$ cat src/rtl/lsu_repl_way_sel.sv
`default_nettype none
// +----------------------------------------------------------------------------+
// | Module      : lsu_repl_way_sel                                              |
// | Description : LFSR-based cache victim way selector with invalid-way        |
// |               priority and lock masking. Optional performance counters     |
// |               are enabled by defining LSU_REPL_PERF_CNT_EN.                |
// | Revision    : 1.0 - initial release                                        |
// +----------------------------------------------------------------------------+
module lsu_repl_way_sel #(
    parameter int                LFSR_W = 8,
    parameter logic [LFSR_W-1:0] TAPS   = 8'hB8,
    parameter logic [LFSR_W-1:0] SEED   = '1,
    parameter int                NWAYS  = 4,
    parameter int                WAY_W  = $clog2(NWAYS)
) (
    input  logic              clk,
    input  logic              reset,
    input  logic              advance,
    input  logic              seed_ld,
    input  logic [LFSR_W-1:0] seed,
    input  logic              req,
    input  logic [NWAYS-1:0]  valid_mask,
    input  logic [NWAYS-1:0]  lock_mask,
    output logic              gnt,
    output logic [WAY_W-1:0]  victim,
    output logic              victim_vld,
    output logic [LFSR_W-1:0] lfsr_q,
    output logic [15:0]       perf_rand_cnt,
    output logic [15:0]       perf_inv_cnt
);

    localparam logic [15:0] c_cnt_max = 16'hFFFF;

    logic [LFSR_W-1:0] r_lfsr;
    logic              r_gnt;
    logic [WAY_W-1:0]  r_victim;
    logic              r_victim_vld;

    logic [NWAYS-1:0]  w_elig;
    logic [NWAYS-1:0]  w_inv_cand;
    logic              w_any_inv;
    logic              w_any_elig;
    logic [WAY_W-1:0]  w_inv_way;
    logic [WAY_W-1:0]  w_rand_way;
    logic [WAY_W-1:0]  w_rand_start;
    logic              w_path_inv;
    logic              w_path_rand;
    logic [WAY_W-1:0]  w_sel_way;
    logic              w_step;
    logic              w_feedback;
    logic [LFSR_W-1:0] w_lfsr_nxt;

    assign w_elig       = ~lock_mask;
    assign w_inv_cand   = w_elig & ~valid_mask;
    assign w_any_inv    = |w_inv_cand;
    assign w_any_elig   = |w_elig;
    assign w_rand_start = r_lfsr[WAY_W-1:0];

    // Descending scan so the lowest-index candidate is the last to write.
    always_comb begin
        w_inv_way = '0;
        for (int i = NWAYS - 1; i >= 0; i--) begin
            if (w_inv_cand[i]) begin
                w_inv_way = WAY_W'(i);
            end
        end
    end

    // Upward modulo scan from the LFSR pick; descending order leaves the
    // nearest eligible way (smallest offset) as the final assignment.
    always_comb begin
        logic [WAY_W-1:0] idx;
        w_rand_way = '0;
        idx        = '0;
        for (int i = NWAYS - 1; i >= 0; i--) begin
            idx = w_rand_start + WAY_W'(i);
            if (w_elig[idx]) begin
                w_rand_way = idx;
            end
        end
    end

    assign w_path_inv  = req & w_any_inv;
    assign w_path_rand = req & w_any_elig & ~w_any_inv;

    always_comb begin
        w_sel_way = '0;
        if (w_any_inv) begin
            w_sel_way = w_inv_way;
        end else if (w_any_elig) begin
            w_sel_way = w_rand_way;
        end
    end

    assign w_step     = advance | w_path_rand;
    assign w_feedback = ^(r_lfsr & TAPS);
    assign w_lfsr_nxt = {r_lfsr[LFSR_W-2:0], w_feedback};

    always_ff @(posedge clk) begin
        if (reset) begin
            r_lfsr <= SEED;
        end else if (seed_ld) begin
            r_lfsr <= (seed == '0) ? SEED : seed;
        end else if (w_step) begin
            r_lfsr <= w_lfsr_nxt;
        end
    end

    always_ff @(posedge clk) begin
        if (reset) begin
            r_gnt        <= 1'b0;
            r_victim     <= '0;
            r_victim_vld <= 1'b0;
        end else begin
            r_gnt        <= req;
            r_victim     <= req ? w_sel_way : '0;
            r_victim_vld <= req & w_any_elig;
        end
    end

    // Reset masks a grant already registered from the cycle before it.
    assign gnt        = r_gnt & ~reset;
    assign victim     = reset ? '0 : r_victim;
    assign victim_vld = r_victim_vld & ~reset;
    assign lfsr_q     = r_lfsr;

`ifdef LSU_REPL_PERF_CNT_EN
    logic [15:0] r_rand_cnt;
    logic [15:0] r_inv_cnt;

    always_ff @(posedge clk) begin
        if (reset) begin
            r_rand_cnt <= '0;
            r_inv_cnt  <= '0;
        end else begin
            if (w_path_rand && (r_rand_cnt != c_cnt_max)) begin
                r_rand_cnt <= r_rand_cnt + 16'd1;
            end
            if (w_path_inv && (r_inv_cnt != c_cnt_max)) begin
                r_inv_cnt <= r_inv_cnt + 16'd1;
            end
        end
    end

    assign perf_rand_cnt = r_rand_cnt;
    assign perf_inv_cnt  = r_inv_cnt;
`else
    logic w_unused_cnt;
    assign w_unused_cnt  = &c_cnt_max;
    assign perf_rand_cnt = '0;
    assign perf_inv_cnt  = '0;
`endif

endmodule
`default_nettype wire

$ cat config.mk
export PLATFORM = sky130hd
export DESIGN_NAME = lsu_repl_way_sel
export DESIGN_NICKNAME = d
export VERILOG_FILES = /design/src/rtl/lsu_repl_way_sel.sv
export SDC_FILE = /design/constraint.sdc
export NUM_CORES = 1
export LEC_CHECK = 0
export BUFFER_PORTS_ARGS = -buffer_cell sky130_fd_sc_hd__buf_2
export CAP_MARGIN = 20
export CORE_ASPECT_RATIO = 0.9
export CORE_MARGIN = 8
export CORE_UTILIZATION = 37
export DETAILED_ROUTE_END_ITERATION = 16
export MAX_ROUTING_LAYER = met4
export PLACE_DENSITY = 0.76
export SLEW_MARGIN = 20
export SYNTH_ARGS = -nofsm -noshare
export SYNTH_HDL_FRONTEND = slang
export SYNTH_SLANG_ARGS = --single-unit
$ cat constraint.sdc
create_clock -name clk -period 1.35 [get_ports clk]
set_input_delay 0.3375 -clock clk [delete_from_list [all_inputs] [get_ports clk]]
set_output_delay 0.3375 -clock clk [all_outputs]
set_load 0.03 [all_outputs]
==> results of run 1 <==
==> registers in the layout, summed over array words and instances (netlist names) <==
register / flops
r_victim_vld: 1
r_victim: 2
r_gnt: 1
lfsr_q: 8
==> worst max-delay path by stage <==
| stage | start | end | cells after the start |
|---|---|---|---|
| floorplan | seed[7] | lfsr_q[4] | 5 |
| global placement | lock_mask[0] | lfsr_q[4] | 6 |
| detailed placement | seed[7] | lfsr_q[6] | 5 |
| CTS | seed[7] | lfsr_q[4] | 6 |
| global route | seed[0] | lfsr_q[4] | 6 |
| finish | seed[0] | lfsr_q[4] | 6 |
==> tightest hold or removal path, delay by kind of cell <==
kind	cells	cell delay [ns]
compound gates	1	0.09
buf+inv	1	0.08
simple gates	1	0.11
==> synthesized netlist by cell type <==
library cell                 n
sky130_fd_sc_hd__a211o_1     1
sky130_fd_sc_hd__a211oi_1    1
sky130_fd_sc_hd__a211oi_2    1
sky130_fd_sc_hd__a21boi_0    3
sky130_fd_sc_hd__a21oi_1     8
sky130_fd_sc_hd__a311oi_4    1
sky130_fd_sc_hd__a31oi_1     1
sky130_fd_sc_hd__and2b_2     1
sky130_fd_sc_hd__and4_1      1
sky130_fd_sc_hd__buf_2       2
sky130_fd_sc_hd__buf_4      32
sky130_fd_sc_hd__buf_6       1
sky130_fd_sc_hd__conb_1      1
sky130_fd_sc_hd__dfxtp_1    12
sky130_fd_sc_hd__inv_1       1
sky130_fd_sc_hd__nand2_1     1
sky130_fd_sc_hd__nand2b_1    2
sky130_fd_sc_hd__nor2_1      9
sky130_fd_sc_hd__nor2b_1     5
sky130_fd_sc_hd__nor3_1      2
sky130_fd_sc_hd__nor4_2      1
sky130_fd_sc_hd__o21ai_0    11
sky130_fd_sc_hd__o21ai_2     1
sky130_fd_sc_hd__o21bai_1    1
sky130_fd_sc_hd__o22ai_1     8
sky130_fd_sc_hd__o2bb2ai_1   1
sky130_fd_sc_hd__or4_1       1
sky130_fd_sc_hd__or4_4       1
sky130_fd_sc_hd__xnor2_1     2
sky130_fd_sc_hd__xor2_1      1
==> metal layers <==
metal	part of all wire [%]	routed length, um	up-vias
met5	0	0	-
met4	0.40	10	0
met3	8.9	219	2
met2	47	1150	43
met1	44	1090	399
li1	-	-	438
==> cell families (layout without fill, tap and decap cells) <==
| kind of cell | count (synthesis) | in the layout | share of synthesized area (%) |
|---|---|---|---|
| other cells | 1 | 32 | 0.403 |
| xor+xnor | 3 | 3 | 2.83 |
| flops | 12 | 12 | 25.8 |
| buf+inv | 36 | 53 | 28.5 |
| compound gates | 38 | 38 | 27.3 |
| simple gates | 24 | 24 | 15.1 |
==> metrics by stage <==
stage / hold slack, ns / std cells
after global routing: 0.391 / 190
after global placement: 0.483 / 184
after detailed placement: 0.498 / 184
after floorplan: 0.425 / 145
final: 0.390 / 190
after CTS: 0.387 / 188
==> power by group through the flow <==
stage / Clock (mW) / Combinational [mW] / Sequential [mW]
after global placement: 0 / 0.393 / 0.415
final: 0.278 / 0.423 / 0.411
after floorplan: 0 / 0.313 / 0.453
after detailed placement: 0 / 0.401 / 0.417
after CTS: 0.284 / 0.404 / 0.409
after global routing: 0.309 / 0.457 / 0.417
==> timing repair <==
action,CTS,global route
resized for setup,1,9
pin swaps,0,3
setup buffers,0,2
setup endpoints to repair,3,10
hold buffers,0,0
==> final cells by class <==
type	instances	share of cell area (%)
Sequential cell	12	20.7
Timing Repair Buffer	48	24.9
Multi-Input combinational cell	97	48.0
Tap cell	28	2.99
Clock buffer	4	3.09
Inverter	1	0.320
==> placed cells by master (no fill, tap or decap), types with 3 or more instances in the layout <==
cell type / instances
sky130_fd_sc_hd__a21oi_1: 8
sky130_fd_sc_hd__nor2_1: 8
sky130_fd_sc_hd__a21boi_0: 3
sky130_fd_sc_hd__conb_1: 32
sky130_fd_sc_hd__buf_4: 16
sky130_fd_sc_hd__clkbuf_4: 3
sky130_fd_sc_hd__nor2b_1: 5
sky130_fd_sc_hd__buf_2: 30
sky130_fd_sc_hd__o21ai_0: 9
sky130_fd_sc_hd__o22ai_1: 8
sky130_fd_sc_hd__dfxtp_1: 10
==> results.md, run 1 <==
CTS:
- CTS built an H-tree with a depth of 1.
- The cell sitting at the root of the clock tree is a sky130_fd_sc_hd__clkbuf_4.
- The insertion delay to the later sink of the worst-skew pair is 0.27 ns.
- The worst-case clock buffer depth is 2.
- TritonCTS built the clock tree.
- The number of clock sinks seen by CTS is 12.
- The number of buffers inserted during clock tree synthesis is 3.
- After clock tree synthesis, the clock-pin slew on the worst setup and hold paths is 0.07 ns.

Logic synthesis:
- For this run, the register share of the synthesized area comes to 25.8%.
- After synthesis, the netlist uses 30 different library cells.
- Yosys attributes the largest share of cell area to sky130_fd_sc_hd__dfxtp_1 26%, sky130_fd_sc_hd__buf_4 26%, sky130_fd_sc_hd__o21ai_0 5.9%, sky130_fd_sc_hd__o22ai_1 5.4%, sky130_fd_sc_hd__a21oi_1 4.3%.
- The largest total area in the synthesized netlist belongs to sky130_fd_sc_hd__dfxtp_1.
- The post-synthesis instance area is 930 um^2.
- The top cell type's share of synthesized area is 25.8%.
- Synthesis inferred 12 register bits.
- The warning count from the yosys run is 0.
- Synthesis produced a netlist whose cell count is 114.
- The average size of a mapped cell is 8.15 um^2.

Worst setup path:
- The largest single stage delay on the critical path is 0.56 ns.
- The number of cells on the worst reg-to-reg path is 5.
- Across all register-to-register paths, the minimum setup slack is 0.23 ns.
- The beginning of the worst register-to-register path is lfsr_q[1].
- The sum of buffers and inverters on the critical path is 1.
- Along the worst path, the maximum fanout reaches 2.
- The worst setup path is launched from an input pin.
- The family with the most delay on the worst path is simple AND/OR/NAND/NOR gates.
- For the worst setup path, the data required time is 1.57 ns.
- The critical path arrival is 1.56 ns.
- On the critical path, the stage with the largest delay is an instance of sky130_fd_sc_hd__or4_4.
- In this run the critical register-to-register path is captured at r_victim[1].
- The critical path class is input pin to flop.
- STA classifies the critical path endpoint as a flop.
- The signal on the critical path passes through buf_6 > or4_4 > nor4_4 > nor2_1 > a211oi_2 > a211o_1.

Finish:
- The signed area change from the synthesized netlist to the final layout is 26.2%.
- Cells fill 48.4% of the core in the end.
- The multi-input combinational cells in the finished layout cover a total of 563 um^2.
- Counting the fill cells in the layout gives 248.
- The number of nets at the end of the flow is 184.
- The layout cell share with drive strength beyond 1 is 38.3%.
- In the final layout, flip-flops and latches occupy 243 um^2.
- 0 antenna diodes ended up in the layout.
- The post-route cell area is 1170 um^2.

Floorplanning:
- The starting utilization of the core area is 38.3%.
- The die is 63.6 um tall.
- The number of rows in the core area is 17.
- The overall die area is 4370 um^2.
- The die is 68.8 um wide.
- The number of top-level pins is 65.
- The core outline area is 2420 um^2.

Power:
- Per report_power, the sequential group accounts for 36.9% of the total.
- Total power for the finished layout comes to 1.11 mW.
- The cell leakage power is 0.558 nW.
- The share of total power dissipated in the clock network is 25.0%.
- Across the VDD grid, the largest voltage drop is 0.570 mV.
- The analysis attributes to net switching a power of 0.428 mW.
- The internal power of the cells is 0.684 mW.
- Combinational logic burns 38.0% of the power.
- The fraction of power spent switching nets is 38.5%.
- In this run the power density over the cells is 947 nW/um^2.

GRT:
- After global routing, the most crowded layer is met2.
- The first-pass GRT wire length is 4.06 mm.
- For this run, global-route usage on met3 was measured as 3.00%.
- Global routing consumed, over all layers together, 11.6% of the routing resources.
- The leftover overflow at the end of global routing is 0.
- The initial antenna violation count is 0.
- Entering global routing, the biggest net connects 14 pins.
- The global-route met1 utilization is 14.0%.
- The via count of the first global-routing pass is 898.
- Global routing consumed, on the met2 layer, 18.5% of the routing resources.

Place:
- After legalization and detailed placement, the total HPWL measured 2.08 mm.
- Once placement finished, the instance area stood at 1080 um^2.
- Routability-driven placement finished with a final weighted congestion of 0.884.
- At the placement stage, the worst setup path has a slack of -0.309 ns.
- The count of buffers added on input and output ports is 32.

Hold path:
- The destination of the worst hold path is r_victim[0].
- The startpoint identified for the worst hold timing path is valid_mask[0].
- The number of instances on the worst hold path is 3.
- The class of the worst hold path is input pin to flop.

Timing:
- Across all setup checks in the final design, the least slack found is 0.00724 ns.
- The final-report max-slew violation count was 0.
- The final hold violation count is 0.
- The post-route fraction of the period consumed by the critical path is 99.5%.
- Setup repair after global routing could not meet its margin everywhere.
- The setup clock skew after layout is 0.00517 ns.
- The upper clock frequency limit is 745 MHz.
- The time the worst path needs with I/O delays and setup is 1.34 ns.
- The setup violation total in the final timing report is 0.
- The final sum of negative setup slack is 0 ns.

Status:
- The flow ran to the end, and the final reports show no timing, DRC or antenna violations.

Drt:
- The DRC marker count from the first detailed-route iteration is 42.
- The first detailed-routing pass took 4 iterations.
- The routed wire length is 2.47 mm.
- Dividing the detail-routed via count by the number of cells gives 4.64.
- Dividing the detail-routed wire length by the instance count gives 13.0 um.
- Once detail routing completed, the nets flagged for antenna violations numbered 0.
- The final route contains 882 vias.
- After detailed routing, the number of remaining DRC violations is 0.

Flow run:
- Max-cap violations in this run came to 0.
No activity file was read; power rests on OpenSTA's default activity.
==> inputs of run 2 (changes only) <==
--- a/config.mk
+++ b/config.mk
@@ -8,11 +8,12 @@
 export BUFFER_PORTS_ARGS = -buffer_cell sky130_fd_sc_hd__buf_2
 export CAP_MARGIN = 20
 export CORE_ASPECT_RATIO = 0.9
-export CORE_MARGIN = 8
+export CORE_MARGIN = 10
 export CORE_UTILIZATION = 37
 export DETAILED_ROUTE_END_ITERATION = 16
 export MAX_ROUTING_LAYER = met4
 export PLACE_DENSITY = 0.76
+export SETUP_SLACK_MARGIN = 0.3
 export SLEW_MARGIN = 20
 export SYNTH_ARGS = -nofsm -noshare
 export SYNTH_HDL_FRONTEND = slang
==> run 2 against run 1 <==
  * The run now ends with negative setup slack left
  * Die area grew 12%
  * First-iteration DRC count grew to 2.5 times the previous value
  * Largest power group unchanged
  * Cell area grew 16%
  * Sequential share of layout area fell by 1.8 points
  * Via count grew 5.9%
==> results.md, run 2 (synthesis results as in run 1) <==
GRT:
- The largest net degree at the start of global routing is 14 (unchanged).
- The leftover overflow at the end of global routing was 0 (unchanged).
- The initial antenna violation count came to 0 (unchanged).
- The first-pass GRT wire length is 4.26 mm (was 4.06 mm).
- The global-route total usage across every layer is 10.9% (was 11.6%).
- The via count of the first global-routing pass is 981 (was 898).

Timing:
- The final-report max-slew violation count came to 0 (unchanged).
- The final sum of negative setup slack is -0.00346 ns (was 0 ns).
- The post-route fraction of the period consumed by the critical path is 100% (was 99.5%).
- The final hold violation count is 0 (unchanged).
- The upper clock frequency limit is 739 MHz (was 745 MHz).
- Unrepaired setup endpoints after global routing: true (unchanged).
- The worst hold slack across all endpoints was 0.371 ns (was 0.390 ns).
- The time the worst path needs with I/O delays and setup was 1.35 ns (was 1.34 ns).
- The setup clock skew after layout is 0.00202 ns (was 0.00517 ns).
- The slack of the critical path is -0.00346 ns (was 0.00724 ns).
- The setup violation total in the final timing report came to 1 (was 0).

Drt:
- The DRC marker count from the first detailed-route iteration is 105 (was 42).
- The number of antenna-violating nets in the routed design was 0 (unchanged).
- The number of vias per cell is 4.79 (was 4.64).
- The number of vias after detailed routing was 934 (was 882).
- The wire length per cell is 14.3 um (was 13.0 um).
- The post-detailed-route DRC marker count is 0 (unchanged).
- The first-pass iteration count of the detailed router is 4 (unchanged).
- The routed wire length is 2.79 mm (was 2.47 mm).

Floorplanning:
- The overall die area was 4920 um^2 (was 4370 um^2).
- The number of rows in the core area was 17 (unchanged).
- The die height is 67.6 um (was 63.6 um).
- The starting utilization of the core area is 38.3% (unchanged).
- The core outline area is 2420 um^2 (unchanged).
- The number of top-level pins is 65 (unchanged).
- The floorplan die width is 72.8 um (was 68.8 um).

Flow run:
- The count of max-cap constraint violations is 0 (unchanged).

Hold path:
- The class of the worst hold path is input pin to flop (unchanged).

Worst setup path:
- The worst-path maximum fanout is 2 (unchanged).
- The critical path launch point type is an input pin (unchanged).
- The critical path class is input pin to flop (unchanged).
- The required arrival time at the worst endpoint is 1.57 ns (about the same).
- The kind of end point of the critical path is a flop (unchanged).
- The critical path arrival is 1.58 ns (was 1.56 ns).

Status:
- The checks that failed: negative setup slack.
- Outcome: finished with violations (was finished clean).

Finish:
- The layout cell share with drive strength beyond 1 is 49.7% (was 38.3%).
- The number of flip-flops under the largest register name came to 8 (unchanged).
- The final antenna diode count is 0 (unchanged).
- The number of nets at the end of the flow is 189 (was 184).
- The commonest non-fill, non-tap cell in the layout was sky130_fd_sc_hd__conb_1 (unchanged).
- The signed area change from the synthesized netlist to the final layout is 46.8% (was 26.2%).
- Commonest cells after routing, fill and taps aside: 32 x sky130_fd_sc_hd__conb_1, 22 x sky130_fd_sc_hd__buf_4, 16 x sky130_fd_sc_hd__buf_2 (was 32 x sky130_fd_sc_hd__conb_1, 30 x sky130_fd_sc_hd__buf_2, 16 x sky130_fd_sc_hd__buf_4).
- The post-route cell area is 1370 um^2 (was 1170 um^2).
- The fill cell total of the finished layout is 223 (was 248).

CTS:
- The clock tree root driver cell is sky130_fd_sc_hd__clkbuf_4 (unchanged).
- The TritonCTS clock tree is built (unchanged).
- The clock-pin slew reported for the worst setup and hold paths after clock tree synthesis is 0.08 ns (was 0.07 ns).
- The insertion delay to the later sink of the worst-skew pair came to 0.27 ns (about the same).
- The number of clock sinks seen by CTS is 12 (unchanged).
- The worst-case clock buffer depth is 2 (unchanged).
- The count of H-tree levels built during CTS is 1 (unchanged).
- The number of buffers inserted during clock tree synthesis came to 3 (unchanged).
- The number of buffers inserted for hold repair after clock tree synthesis is 0 (unchanged).

Place:
- The pre-CTS setup slack was -0.321 ns (was -0.309 ns).
- The routability congestion estimate from global placement is 0.889 (was 0.884).
- The HPWL after detailed placement is 2.17 mm (was 2.08 mm).
- The placed standard-cell area is 1120 um^2 (was 1080 um^2).
- The number of buffers added on ports is 32 (unchanged).

Power:
- The cell leakage power is 0.628 nW (was 0.558 nW).
- The highest ir drop seen on vdd is 0.631 mV (was 0.570 mV).
- The power density over cell area is 885 nW/um^2 (was 947 nW/um^2).
[run 2: cell types whose count changed in the layout (fill, tap and decap cells not counted), sizes merged]
cell  delta
buf      +5
[run 2: worst paths after layout]
check / startpoint / to / slack [ns] / depth (start not counted)
max reg2reg: lfsr_q[3] / lfsr_q[0] / 0.27 / 5
max: seed[7] / lfsr_q[4] / -0.003 / 6
min reg2reg: lfsr_q[7] / lfsr_q[7] / 0.51 / 2
min: seed[0] / lfsr_q[0] / 0.37 / 3
[run 2: worst max-delay path, cell delays in order]
cell and delay (ns):
sky130_fd_sc_hd__buf_6 0.09, sky130_fd_sc_hd__or4_4 0.57, sky130_fd_sc_hd__nor4_4 0.15, sky130_fd_sc_hd__nor2_1 0.09, sky130_fd_sc_hd__a211oi_2 0.21, sky130_fd_sc_hd__a211o_1 0.12
[run 2: where the power goes]
part,switching (mW),total (mW),internal (mW)
Combinational,0.311,0.507,0.197
Sequential,0.0281,0.412,0.384
Clock,0.125,0.289,0.164
[run 2: through the flow]
stage,util (%),cells,power (mW)
2_1_floorplan,-,145,0.776
3_3_place_gp,46.1,184,0.819
3_5_place_dp,46.1,184,0.829
4_1_cts,54.3,194,1.19
5_1_grt,56.3,195,1.27
6_report,56.3,195,1.21
[run 2: area by class of cell]
class | count | area (um^2) | share of cell area (%)
multi-input combinational | 97 | 618 | 45.3
timing repair buffer | 53 | 414 | 30.3
sequential | 12 | 258 | 18.9
clock buffer | 4 | 36.3 | 2.66
tap | 28 | 35.0 | 2.57
inverter | 1 | 3.75 | 0.275
[run 2: layer usage]
metal	wire length (um)	share of wire [%]	global-route usage [%]	vias up
met5	0	0	-	-
met4	36	1.3	3.32	0
met3	247	8.8	5.56	6
met2	1410	50	18.1	48
met1	1100	39	11.0	434
li1	-	-	-	446
[run 2: timing repair]
item | CTS | global route
pin swaps | 8 | 6
resized for setup | 44 | 10
endpoints found under the setup margin | 22 | 22
buffers inserted | 6 | 1
